`src/rtl/mips_pkg.sv`:
```
// Shared constants and types for the multi-cycle MIPS control unit:
// FSM state encodings, opcode constants and the datapath control bundle.
package mips_pkg;

   typedef enum logic [3:0] {
      S_FETCH  = 4'd0,
      S_DECODE = 4'd1,
      S_MEMADR = 4'd2,
      S_MEMRD  = 4'd3,
      S_MEMWB  = 4'd4,
      S_MEMWR  = 4'd5,
      S_EXEC   = 4'd6,
      S_ALUWB  = 4'd7,
      S_BRANCH = 4'd8,
      S_JUMP   = 4'd9,
      S_ADDIEX = 4'd10,
      S_ADDIWB = 4'd11,
      S_HALT   = 4'd12
   } state_t;

   localparam logic [5:0] OP_R    = 6'b000000;
   localparam logic [5:0] OP_LW   = 6'b100011;
   localparam logic [5:0] OP_SW   = 6'b101011;
   localparam logic [5:0] OP_BEQ  = 6'b000100;
   localparam logic [5:0] OP_J    = 6'b000010;
   localparam logic [5:0] OP_ADDI = 6'b001000;

   // Datapath control bundle; field order matters only for packing.
   typedef struct packed {
      logic       pc_write;
      logic       pc_write_cond;
      logic       i_or_d;
      logic       mem_read;
      logic       mem_write;
      logic       ir_write;
      logic       mem_to_reg;
      logic       reg_write;
      logic       reg_dst;
      logic       alu_src_a;
      logic [1:0] alu_op;
      logic [1:0] alu_src_b;
      logic [1:0] pc_source;
   } ctrl_t;

   localparam ctrl_t CTRL_NONE = ctrl_t'(16'd0);

   // True when leaving state s this cycle completes an instruction.
   function automatic logic retires(input state_t s, input logic mem_ready);
      logic r;
      r = 1'b0;
      case (s)
         S_MEMWB, S_ALUWB, S_BRANCH, S_JUMP, S_ADDIWB: r = 1'b1;
         S_MEMWR: r = mem_ready;
         default: r = 1'b0;
      endcase
      return r;
   endfunction

endpackage

```
`src/rtl/mips_opcode_decode.sv`:
```
// Opcode decoder: selects the state that follows DECODE and flags
// opcodes the control unit does not implement.
module mips_opcode_decode
   import mips_pkg::*;
(
   input  logic [5:0] opcode,
   output state_t     next_state,
   output logic       illegal
);

   // Map each supported opcode to its first execution state; anything else halts.
   always_comb begin
      next_state = S_HALT;
      illegal    = 1'b1;
      case (opcode)
         OP_R:    begin next_state = S_EXEC;   illegal = 1'b0; end
         OP_LW:   begin next_state = S_MEMADR; illegal = 1'b0; end
         OP_SW:   begin next_state = S_MEMADR; illegal = 1'b0; end
         OP_BEQ:  begin next_state = S_BRANCH; illegal = 1'b0; end
         OP_J:    begin next_state = S_JUMP;   illegal = 1'b0; end
         OP_ADDI: begin next_state = S_ADDIEX; illegal = 1'b0; end
         default: begin next_state = S_HALT;   illegal = 1'b1; end
      endcase
   end

endmodule

```
`src/rtl/mips_mc_control.sv`:
```
// Multi-cycle MIPS control unit: Moore FSM driving the datapath selects,
// with a sticky illegal-opcode flag and a retired-instruction counter.
// Controls are forced to zero while reset is held so that an abandoned
// instruction cannot leave a write strobe asserted.
module mips_mc_control
   import mips_pkg::*;
(
   input  logic        clk,
   input  logic        rst_n,
   input  logic [5:0]  opcode,
   input  logic        mem_ready,
   output logic        pc_write,
   output logic        pc_write_cond,
   output logic        i_or_d,
   output logic        mem_read,
   output logic        mem_write,
   output logic        ir_write,
   output logic        mem_to_reg,
   output logic        reg_write,
   output logic        reg_dst,
   output logic        alu_src_a,
   output logic [1:0]  alu_op,
   output logic [1:0]  alu_src_b,
   output logic [1:0]  pc_source,
   output logic [3:0]  state,
   output logic        illegal,
   output logic [15:0] instr_count
);

   state_t        state_r;
   state_t        next_state_s;
   state_t        dec_next_s;
   logic          dec_illegal_s;
   logic          illegal_r;
   logic [15:0]   instr_count_r;
   ctrl_t         ctrl_s;
   ctrl_t         ctrl_out_s;

   mips_opcode_decode u_decode (
      .opcode     (opcode),
      .next_state (dec_next_s),
      .illegal    (dec_illegal_s)
   );

   // State register, sticky illegal flag and retired-instruction counter.
   always_ff @(posedge clk or negedge rst_n) begin
      if (!rst_n) begin
         state_r       <= S_FETCH;
         illegal_r     <= 1'b0;
         instr_count_r <= 16'd0;
      end else begin
         state_r <= next_state_s;
         if (state_r == S_DECODE && dec_illegal_s) begin
            illegal_r <= 1'b1;
         end
         if (retires(state_r, mem_ready)) begin
            instr_count_r <= instr_count_r + 16'd1;
         end
      end
   end

   // Next-state selection; memory states wait on mem_ready, spare codes recover to FETCH.
   always_comb begin
      next_state_s = S_FETCH;
      case (state_r)
         S_FETCH: begin
            if (mem_ready) next_state_s = S_DECODE;
            else           next_state_s = S_FETCH;
         end
         S_DECODE: next_state_s = dec_next_s;
         S_MEMADR: begin
            if (opcode == OP_SW) next_state_s = S_MEMWR;
            else                 next_state_s = S_MEMRD;
         end
         S_MEMRD: begin
            if (mem_ready) next_state_s = S_MEMWB;
            else           next_state_s = S_MEMRD;
         end
         S_MEMWB: next_state_s = S_FETCH;
         S_MEMWR: begin
            if (mem_ready) next_state_s = S_FETCH;
            else           next_state_s = S_MEMWR;
         end
         S_EXEC:   next_state_s = S_ALUWB;
         S_ALUWB:  next_state_s = S_FETCH;
         S_BRANCH: next_state_s = S_FETCH;
         S_JUMP:   next_state_s = S_FETCH;
         S_ADDIEX: next_state_s = S_ADDIWB;
         S_ADDIWB: next_state_s = S_FETCH;
         S_HALT:   next_state_s = S_HALT;
         default:  next_state_s = S_FETCH;
      endcase
   end

   // Moore control decode; only FETCH lets mem_ready gate the PC/IR strobes.
   always_comb begin
      ctrl_s = CTRL_NONE;
      case (state_r)
         S_FETCH: begin
            ctrl_s.mem_read  = 1'b1;
            ctrl_s.alu_src_b = 2'b01;
            ctrl_s.pc_write  = mem_ready;
            ctrl_s.ir_write  = mem_ready;
         end
         S_DECODE: begin
            ctrl_s.alu_src_b = 2'b11;
         end
         S_MEMADR: begin
            ctrl_s.alu_src_a = 1'b1;
            ctrl_s.alu_src_b = 2'b10;
         end
         S_MEMRD: begin
            ctrl_s.mem_read = 1'b1;
            ctrl_s.i_or_d   = 1'b1;
         end
         S_MEMWB: begin
            ctrl_s.reg_write  = 1'b1;
            ctrl_s.mem_to_reg = 1'b1;
         end
         S_MEMWR: begin
            ctrl_s.mem_write = 1'b1;
            ctrl_s.i_or_d    = 1'b1;
         end
         S_EXEC: begin
            ctrl_s.alu_src_a = 1'b1;
            ctrl_s.alu_op    = 2'b10;
         end
         S_ALUWB: begin
            ctrl_s.reg_write = 1'b1;
            ctrl_s.reg_dst   = 1'b1;
         end
         S_BRANCH: begin
            ctrl_s.alu_src_a     = 1'b1;
            ctrl_s.alu_op        = 2'b01;
            ctrl_s.pc_write_cond = 1'b1;
            ctrl_s.pc_source     = 2'b01;
         end
         S_JUMP: begin
            ctrl_s.pc_write  = 1'b1;
            ctrl_s.pc_source = 2'b10;
         end
         S_ADDIEX: begin
            ctrl_s.alu_src_a = 1'b1;
            ctrl_s.alu_src_b = 2'b10;
         end
         S_ADDIWB: begin
            ctrl_s.reg_write = 1'b1;
         end
         default: ctrl_s = CTRL_NONE;
      endcase
   end

   // Hold every control low while reset is asserted, independent of the clock.
   always_comb begin
      if (rst_n) ctrl_out_s = ctrl_s;
      else       ctrl_out_s = CTRL_NONE;
   end

   assign pc_write      = ctrl_out_s.pc_write;
   assign pc_write_cond = ctrl_out_s.pc_write_cond;
   assign i_or_d        = ctrl_out_s.i_or_d;
   assign mem_read      = ctrl_out_s.mem_read;
   assign mem_write     = ctrl_out_s.mem_write;
   assign ir_write      = ctrl_out_s.ir_write;
   assign mem_to_reg    = ctrl_out_s.mem_to_reg;
   assign reg_write     = ctrl_out_s.reg_write;
   assign reg_dst       = ctrl_out_s.reg_dst;
   assign alu_src_a     = ctrl_out_s.alu_src_a;
   assign alu_op        = ctrl_out_s.alu_op;
   assign alu_src_b     = ctrl_out_s.alu_src_b;
   assign pc_source     = ctrl_out_s.pc_source;
   assign state         = state_r;
   assign illegal       = illegal_r;
   assign instr_count   = instr_count_r;

endmodule

```
`config.mk`:
```
export PLATFORM = sky130hd
export DESIGN_NAME = mips_mc_control
export DESIGN_NICKNAME = d
export VERILOG_FILES = /design/src/rtl/mips_pkg.sv /design/src/rtl/mips_opcode_decode.sv /design/src/rtl/mips_mc_control.sv
export SDC_FILE = /design/constraint.sdc
export NUM_CORES = 1
export LEC_CHECK = 0
export ABC_CLOCK_PERIOD_IN_PS = 5600
export BUFFER_PORTS_ARGS = -buffer_cell sky130_fd_sc_hd__buf_2
export CORE_MARGIN = 5
export CORE_UTILIZATION = 54
export CTS_CLUSTER_DIAMETER = 30
export CTS_CLUSTER_SIZE = 16
export DETAILED_ROUTE_END_ITERATION = 6
export HOLD_SLACK_MARGIN = 0.1
export MAX_ROUTING_LAYER = met4
export PLACE_DENSITY = 0.85
export SLEW_MARGIN = 5
export SYNTH_ARGS = -nofsm -noshare
export SYNTH_HDL_FRONTEND = slang
export SYNTH_HIERARCHICAL = 1
export SYNTH_SLANG_ARGS = --single-unit
export TNS_END_PERCENT = 5
```
`constraint.sdc`:
```
create_clock -name clk -period 5.6 [get_ports clk]
set_clock_uncertainty 0.2 [all_clocks]
set_input_delay 0 -clock clk [delete_from_list [all_inputs] [get_ports clk]]
set_output_delay 0 -clock clk [all_outputs]
set_load 0.05 [all_outputs]
```
# After elaboration in Yosys (flattened, before gate mapping)

Cells that the tools add are included.

Muxes and demuxes: 22
Eq/ne operators: 17
Divide/modulo/power cells: 0
Reduce and logical (&&, ||, !) cells: 11
$lt $le $gt $ge: 0
$add $sub $neg: 1
Bitwise gates (word level): 0
$mul: 0
Shifts and indexed selects: 0

Operators with widths:

| operator                                                         | count |
|---|---|
| 4-bit case mux with 8 select lines                               | 1 |
| 4-bit == test (second input constant)                            | 5 |
| 4-bit case mux with 5 select lines                               | 1 |
| 16-bit by 1-bit adder with 16-bit output (second input constant) | 1 |
| 4-bit by 3-bit == test with 1-bit output (second input constant) | 4 |
| 16-bit 2-to-1 mux                                                | 1 |
| 6-bit == test (second input constant)                            | 2 |
| 1-bit 2-to-1 mux                                                 | 11 |
| 3-bit 2-to-1 mux                                                 | 3 |
| 4-bit by 2-bit == test with 1-bit output (second input constant) | 2 |
| 2-bit case mux with 2 select lines                               | 2 |
| 2-bit OR reduction                                               | 4 |
| 6-bit by 2-bit == test with 1-bit output (second input constant) | 1 |
| 6-bit by 3-bit == test with 1-bit output (second input constant) | 1 |
| 6-bit by 4-bit == test with 1-bit output (second input constant) | 1 |
| 6-bit logical NOT                                                | 1 |
| 2-bit case mux with 3 select lines                               | 1 |
| 6-bit OR reduction                                               | 1 |
| 5-bit OR reduction                                               | 1 |
| 4-bit by 1-bit == test with 1-bit output (second input constant) | 1 |
| 4-bit logical NOT                                                | 1 |
| 1-bit case mux with 2 select lines                               | 2 |
| 4-bit OR reduction                                               | 1 |
| 3-bit OR reduction                                               | 1 |
| 1-bit logical AND                                                | 1 |

Output and inout bits: 37
ROM bits: 0
Memories: 0
Bits in registers: 21
Word-level logic and storage cells: 54
Bits in writable memories: 0
Input bits: 9
Latch bits: 0

# Logic depth before layout (Yosys ltp)

Gate-level depths: netlist (run 1).

Depth in word-level cells: 4
Gate-level depth with buffers: 6

# Modules after synthesis

Netlist (run 1), hierarchy kept.

By module, submodules not included:

| module             | area an instance (sq um) | cells an instance | times used |
|---|---|---|---|
| mips_mc_control    | 1308.8                   | 144               | 1 |
| mips_opcode_decode | 105.1                    | 16                | 1 |

# Worst setup path after synthesis (run 1)

Ideal clock, no wire load.

Kind: reg-to-output
Start: register state_r[1], in the netlist state[1]
End: output port alu_src_a
Arrival time: 2.883 ns
Stages on the path, launching flop included: 5
Slack: 2.517 ns
Required time: 5.400 ns
Cell sequence: dfrtp_1 > buf_2 > clkbuf_1 > nor2_1 > nor4b_1

Word-level cells in the longest chain between the ends: 4
Elaborated cells on any way between the ends: 7

Ends and longest elaborated chain:

| element                                     | RTL line               | source |
|---|---|---|
| start, declared                             | mips_mc_control.sv:30  | `state_t state_r;` |
| start signal, assigned                      | mips_mc_control.sv:52  | `state_r <= next_state_s;` |
| 4-bit == test, or another cell as far along | mips_mc_control.sv:98  | `case (state_r)` |
| 4-bit OR reduction (no source line) (*)     | -                      |  |
| 1-bit 2-to-1 mux (*)                        | mips_mc_control.sv:98  |  |
| 16-bit 2-to-1 mux (*)                       | mips_mc_control.sv:155 | `if (rst_n) ctrl_out_s = ctrl_s;` |
| end, declared                               | mips_mc_control.sv:21  | `output logic alu_src_a,` |

Mark *: on every way between the ends. The rest lies on a longest branch, timed or not.

# Final worst setup path (run 1)

Start: input port opcode[0]
End: register state_r[2], in the netlist state[2]

Word-level cells in the longest chain between the ends: 4
Elaborated cells on any way between the ends: 10

Ends and longest elaborated chain:

| element                                | RTL line                 | source |
|---|---|---|
| start, declared                        | mips_mc_control.sv:10    | `input logic [5:0] opcode,` |
| 6-bit == test                          | mips_opcode_decode.sv:15 | `case (opcode)` |
| 2-bit OR reduction (no source line)    | -                        |  |
| 4-bit case mux with 5 select lines (*) | mips_opcode_decode.sv:15 |  |
| net dec_next_s[2]                      | mips_mc_control.sv:32    | `state_t dec_next_s;` |
| 4-bit case mux with 8 select lines (*) | mips_mc_control.sv:65    | `case (state_r)` |
| net next_state_s[2]                    | mips_mc_control.sv:31    | `state_t next_state_s;` |

Mark *: on every way through the listed nets, which the timed path passes. The rest lies on a longest branch.
A chain may end at the register's enable or synchronous reset.

==> results.toml, run 1 <==
[run_status]
status = "complete, no violations"

[timing]
finalMaxSlewViolations = 0
rsz0062_at_grt = "false"
finalSetupTns_ps = 0
max_slew_margin_pct = 36.9
setup_viol = 0
period_minus_slack_ps = 2640
hold_violations = 0
fmax_mhz = 379
min_period_over_period_pct = 47.1
worst_slew_pin_slew_ps = 944
holdWs_ps = 271
fin_ws_ps = 2960

[synthesis]
yosysWarnings = 6
synth-seq-cells = 21
synth_top_area_share_pct = 37.2
synth-xor-area-share_pct = 10.5
synth_cell_types = 45
synth_area_um2 = 1410
yosysTopAreaCell = "dfrtp_1"
synthFlopType = "dfrtp_1"
synthTopCellsByArea = "dfrtp_1 (37%), xnor2_1 (9.9%), nor2_1 (5.0%)"
muxShareOfSynthArea_pct = 0.796
syn_avg_cell_area_um2 = 8.84
synthAdderAreaFrac_pct = 1.59
synth_top_family_by_area = "simple AND/OR/NAND/NOR gates"
synth_enable_flop_cells = 0
synth_compound_area_share_pct = 11.6
ys_seq_area_share_pct = 37.2
synthSimpleGateAreaFrac_pct = 33.8
async_reset_ff_share_pct = 100
syn-num-nets = 170
netlist_instances = 160

[pwr]
p_seq_share_pct = 33.1
pwr-share-clk_pct = 9.2
p_sw_w = 0.000434
comb_power_share_pct = 57.6
swShare_pct = 56.0
leakage_nw = 0.798
ir_drop_uv = 396
power_density_nw_per_um2 = 437
intPower_w = 0.000340
power_w = 0.000774

[drt]
drt-total-wl_mm = 3.49
wl_per_cell_um = 14.5
antenna_left = 0
vias = 1403
drc = 0
via_per_inst = 5.82
drt_iter0_markers = 108
first_pass_iters = 4

[placement]
hpwlAfterDp_mm = 2.43
numPortBuffers = 45
place_ws_ps = 3190
numPlacedInstances = 225
place_congestion = 0.916

[die]
die_w_um = 61.2
dieArea_um2 = 3740
coreArea_um2 = 2500
io_pins = 46
num_rows = 18
start_util_pct = 56.6
die_y_um = 61.2

[setup_path]
cp-start-kind = "input port"
r2r_end = "state[2]"
r2r_start = "state[1]"
critPathArrivalTime_ps = 2640
startpoint = "opcode[0]"
crit_path_end_kind = "register"
crit_fanout = 7
worst-r2r-setup-slack_ps = 3100
r2r_cells = 5
worst-setup-path-type = "in2reg"
cp.required_ps = 5600
endpoint = "state[2]"

[cells_and_area]
diodes = 0
final_nets = 222
instances_no_fill = 241
final_common_cell = "buf_2"
fillCellCount = 196
final_layout_size_suffix_gt1_share_pct = 27.0
area_growth_syn_to_layout_pct = 25.3
final_cell_mix = "buf_2 (45), dfrtp_1 (21), nor2_1 (19)"

[global_route]
grt_max_degree = 22
antenna_found_initial = 0
grt_pass1_wl_mm = 5.90
grt_pass1_vias = 1277
overflow = 0
track_usage_pct = 21.2

[clock_tree]
numCtsBuffers = 3
clockBufferDepth = 2
h-tree-depth = 1
cts_resized = 0
cts_tree = "yes"
postCtsSetupBuffers = 0
cts_sinks = 21
path_clk_slew_ps = 120
ctsHoldBuffers = 12
cts_root_buf = "clkbuf_4"
clk_latency_ps = 300

[min_path]
holdCritStartpoint = "instr_count[15]"
hp-class = "reg2reg"
hold_depth = 1

[job]
max_cap_violations = 0
==> state kept, by name, indices dropped and copies added (netlist names) <==
register and cells:
instr_count 16, illegal 1, state 4
==> stage by stage <==
stage / area [µm²] / utilization (%)
2_1_floorplan: 1410 / -
3_3_place_gp: 1620 / 65.0
3_5_place_dp: 1620 / 65.0
4_1_cts: 1770 / 70.9
5_1_grt: 1770 / 70.9
6_report: 1770 / 70.9
==> area by class of cell <==
cell class,instances,area [µm²],area share [%]
Sequential cell,21,526,29.7
Inverter,3,11.3,0.636
Clock inverter,1,5.00,0.282
Tap cell,30,37.5,2.12
Multi-Input combinational cell,126,825,46.5
Clock buffer,3,22.5,1.27
Timing Repair Buffer,57,345,19.5
==> logic make-up (layout without fill, tap and decap cells) <==
group / Yosys count / in the layout
compound gates: 21 / 21
xor+xnor: 17 / 17
fa+ha+maj: 2 / 2
buf+inv: 13 / 64
flops: 21 / 21
mux: 1 / 1
simple gates: 85 / 85
==> critical path, cell delays in order <==
cell	delay, ps
dlygate4sd3_1	550
buf_2	160
or4_4	520
a221o_1	350
nor3b_1	140
o21bai_1	170
o311ai_1	140
dlygate4sd3_1	600
==> Yosys cell counts (3+ instances only) <==
master,instances
nand3_1,12
nand4_1,7
inv_1,3
nor4b_1,3
nor2_1,19
clkbuf_1,4
nor3_1,9
xnor2_1,16
and3_1,3
a21oi_1,4
nand2b_1,7
buf_2,3
o21ai_0,5
nand2_1,9
dfrtp_1,21
==> per-layer routing <==
| layer | share of wire, % | track usage (%) | wire length (µm) |
|---|---|---|---|
| met1 | 44 | 29.5 | 1520 |
| met2 | 48 | 32.2 | 1690 |
| met4 | 0.60 | 3.72 | 21 |
| met3 | 7.4 | 4.61 | 259 |
| met5 | 0 | - | 0 |
==> worst min-delay path by stage <==
stage	end	slack [ps]
after floorplan	illegal	-500
after global placement	state[2]	-180
after detailed placement	state[0]	-170
after CTS	instr_count[15]	280
after global routing	instr_count[15]	300
final	instr_count[15]	270
==> power groups by stage <==
stage / logic, W / clock network [W] / registers (W)
after floorplan: 0.000293 / 0 / 0.000314
after global placement: 0.000425 / 0 / 0.000251
after detailed placement: 0.000432 / 0 / 0.000257
after CTS: 0.000446 / 0.0000738 / 0.000253
after global routing: 0.000482 / 0.0000788 / 0.000265
final: 0.000446 / 0.0000715 / 0.000256
Power figures use the tool's default switching activity.
==> run 2, diff against run 1 <==
- ABC_CLOCK_PERIOD_IN_PS: 5600 -> 2450
- CORE_UTILIZATION: 54 -> 50
- PLACE_DENSITY: 0.85 -> 0.8
- clock period: 5.6 -> 2.45 ns (I/O delays scaled with it)
==> run 2 against run 1 <==
Highest routed layer unchanged. Final area is 2.3% higher. Count of clock-buffer cells in the layout unchanged. Core utilization fell by 4.6 points. Via count increased by 2.6%. Total power grew 140%. Clock power rose by 140%. Critical path depth decreased by 2. Sequential cell count unchanged. Worst setup slack got worse by 2900 ps. Sequential power is 95% higher. Global-route usage shrank 2.0 points. Hold slack got worse by 170 ps.
==> results.toml, run 2 (synthesis results as in run 1) <==
[run_status]
status = "complete, no violations"

[setup_path]
worst-setup-path-type = "reg2reg"
crit_path_end_kind = "register"
crit_fanout = 17
cp-start-kind = "register"
cp.required_ps = 2500
critPathArrivalTime_ps = 2460

[drt]
drt_iter0_markers = 101
drc = 0
wl_per_cell_um = 15.1
drt-total-wl_mm = 3.72
vias = 1439
via_per_inst = 5.83
first_pass_iters = 4
antenna_left = 0

[cells_and_area]
final_nets = 227
multi_input_area_um2 = 831
area_growth_syn_to_layout_pct = 28.2
regArea_um2 = 527
final_cell_mix = "buf_2 (45), dfrtp_1 (20), nor2_1 (19)"
diodes = 0
fin_util_pct = 66.3
final_common_cell = "buf_2"
fillCellCount = 226
final_layout_size_suffix_gt1_share_pct = 31.0
largest_reg_flops = 16

[global_route]
track_usage_pct = 19.2
grt_pass1_wl_mm = 6.27
overflow = 0
antenna_found_initial = 0
grt_pass1_vias = 1323
grt_max_degree = 19

[die]
io_pins = 46
die_y_um = 63.2
num_rows = 19
start_util_pct = 51.7
die_w_um = 63.2
dieArea_um2 = 3990
coreArea_um2 = 2730

[timing]
fmax_mhz = 416
period_minus_slack_ps = 2400
hold_violations = 0
max_slew_margin_pct = 72.3
min_period_over_period_pct = 98.1
worst_slew_pin_slew_ps = 410
finalMaxSlewViolations = 0
fin_ws_ps = 47.7
setup_viol = 0

[clock_tree]
cts_tree = "yes"
clockBufferDepth = 2
cts_root_buf = "clkbuf_4"
path_clk_slew_ps = 120
clk_latency_ps = 310
cts_sinks = 21
numCtsBuffers = 3
h-tree-depth = 1

[pwr]
swShare_pct = 55.3
p_sw_w = 0.00103
leakage_nw = 0.823
power_w = 0.00185
intPower_w = 0.000829
pwr-share-clk_pct = 9.2
comb_power_share_pct = 63.8
ir_drop_uv = 906
p_seq_share_pct = 27.0
power_density_nw_per_um2 = 1020

[placement]
hpwlAfterDp_mm = 2.67
place_congestion = 0.942
place_ws_ps = 633
numPortBuffers = 45

[min_path]
hp-class = "in2async"

[job]
max_cap_violations = 0
[run 2: changes by cell type in the layout (fill, tap and decap cells not counted), sizes merged]
cell	before	now
buf	45	53
dlygate4sd3	12	9
clkinvlp	0	1
clkinv	1	0
[run 2: what timing repair did]
item	4_1_cts	5_1_grt
endpoints found under the setup margin	0	1
buffers inserted	0	2
gates resized for setup	0	1
hold buffers	9	0
endpoints found under the hold margin	26	0
[run 2: layout make-up]
cell class / instances / share of cell area, %
multi-input cells: 126 / 45.8
flip-flops and latches: 21 / 29.1
repair buffers: 62 / 20.7
well taps: 31 / 2.14
clock buffers: 3 / 1.24
inverters: 3 / 0.621
clock inverters: 1 / 0.414
[run 2: through the flow]
stage	std cells	cell area [µm²]	setup TNS [ps]	hold WS, ps
6_report	247	1810	0	101
2_1_floorplan	160	1420	-1440	-496
3_3_place_gp	232	1680	0	-343
5_1_grt	247	1810	-6.11	124
3_5_place_dp	232	1680	0	-341
4_1_cts	245	1800	0	104
[run 2: layer usage]
| metal | global-route usage, % | vias up | share of wire, % |
|---|---|---|---|
| met5 | - | - | 0 |
| met4 | 3.12 | 0 | 1.1 |
| met3 | 5.86 | 6 | 8.9 |
| met2 | 30.9 | 73 | 48 |
| met1 | 24.3 | 673 | 42 |
| li1 | - | 687 | - |
[run 2: worst max-delay path, cell delays in order, from the launching register on]
cell,delay (ps)
dfrtp_2,450
buf_4,200
nand2b_1,210
or2_0,260
a221o_1,330
o311ai_1,90
dlygate4sd3_1,610
[run 2: power groups by stage]
| stage | clock (W) | sequential (W) | combinational, W |
|---|---|---|---|
| floorplan | 0 | 0.000718 | 0.000674 |
| global placement | 0 | 0.000497 | 0.00111 |
| detailed placement | 0 | 0.000506 | 0.00113 |
| CTS | 0.000174 | 0.000499 | 0.00116 |
| global route | 0.000190 | 0.000515 | 0.00126 |
| finish | 0.000171 | 0.000500 | 0.00118 |
[run 2: path summary, 6_finish.rpt]
path                                  from  slack (ps)  depth (start not counted)         endpoint
min in group clk                 opcode[3]         120                          6         state[3]
hold reg to reg            instr_count[15]         280                          1  instr_count[15]
setup reg to reg                  state[1]          50                          6         state[2]
hold / removal                       rst_n         100                          3  instr_count[14]
setup / recovery                  state[1]          50                          6         state[2]
max in group asynchronous            rst_n        1400                          3         state[1]
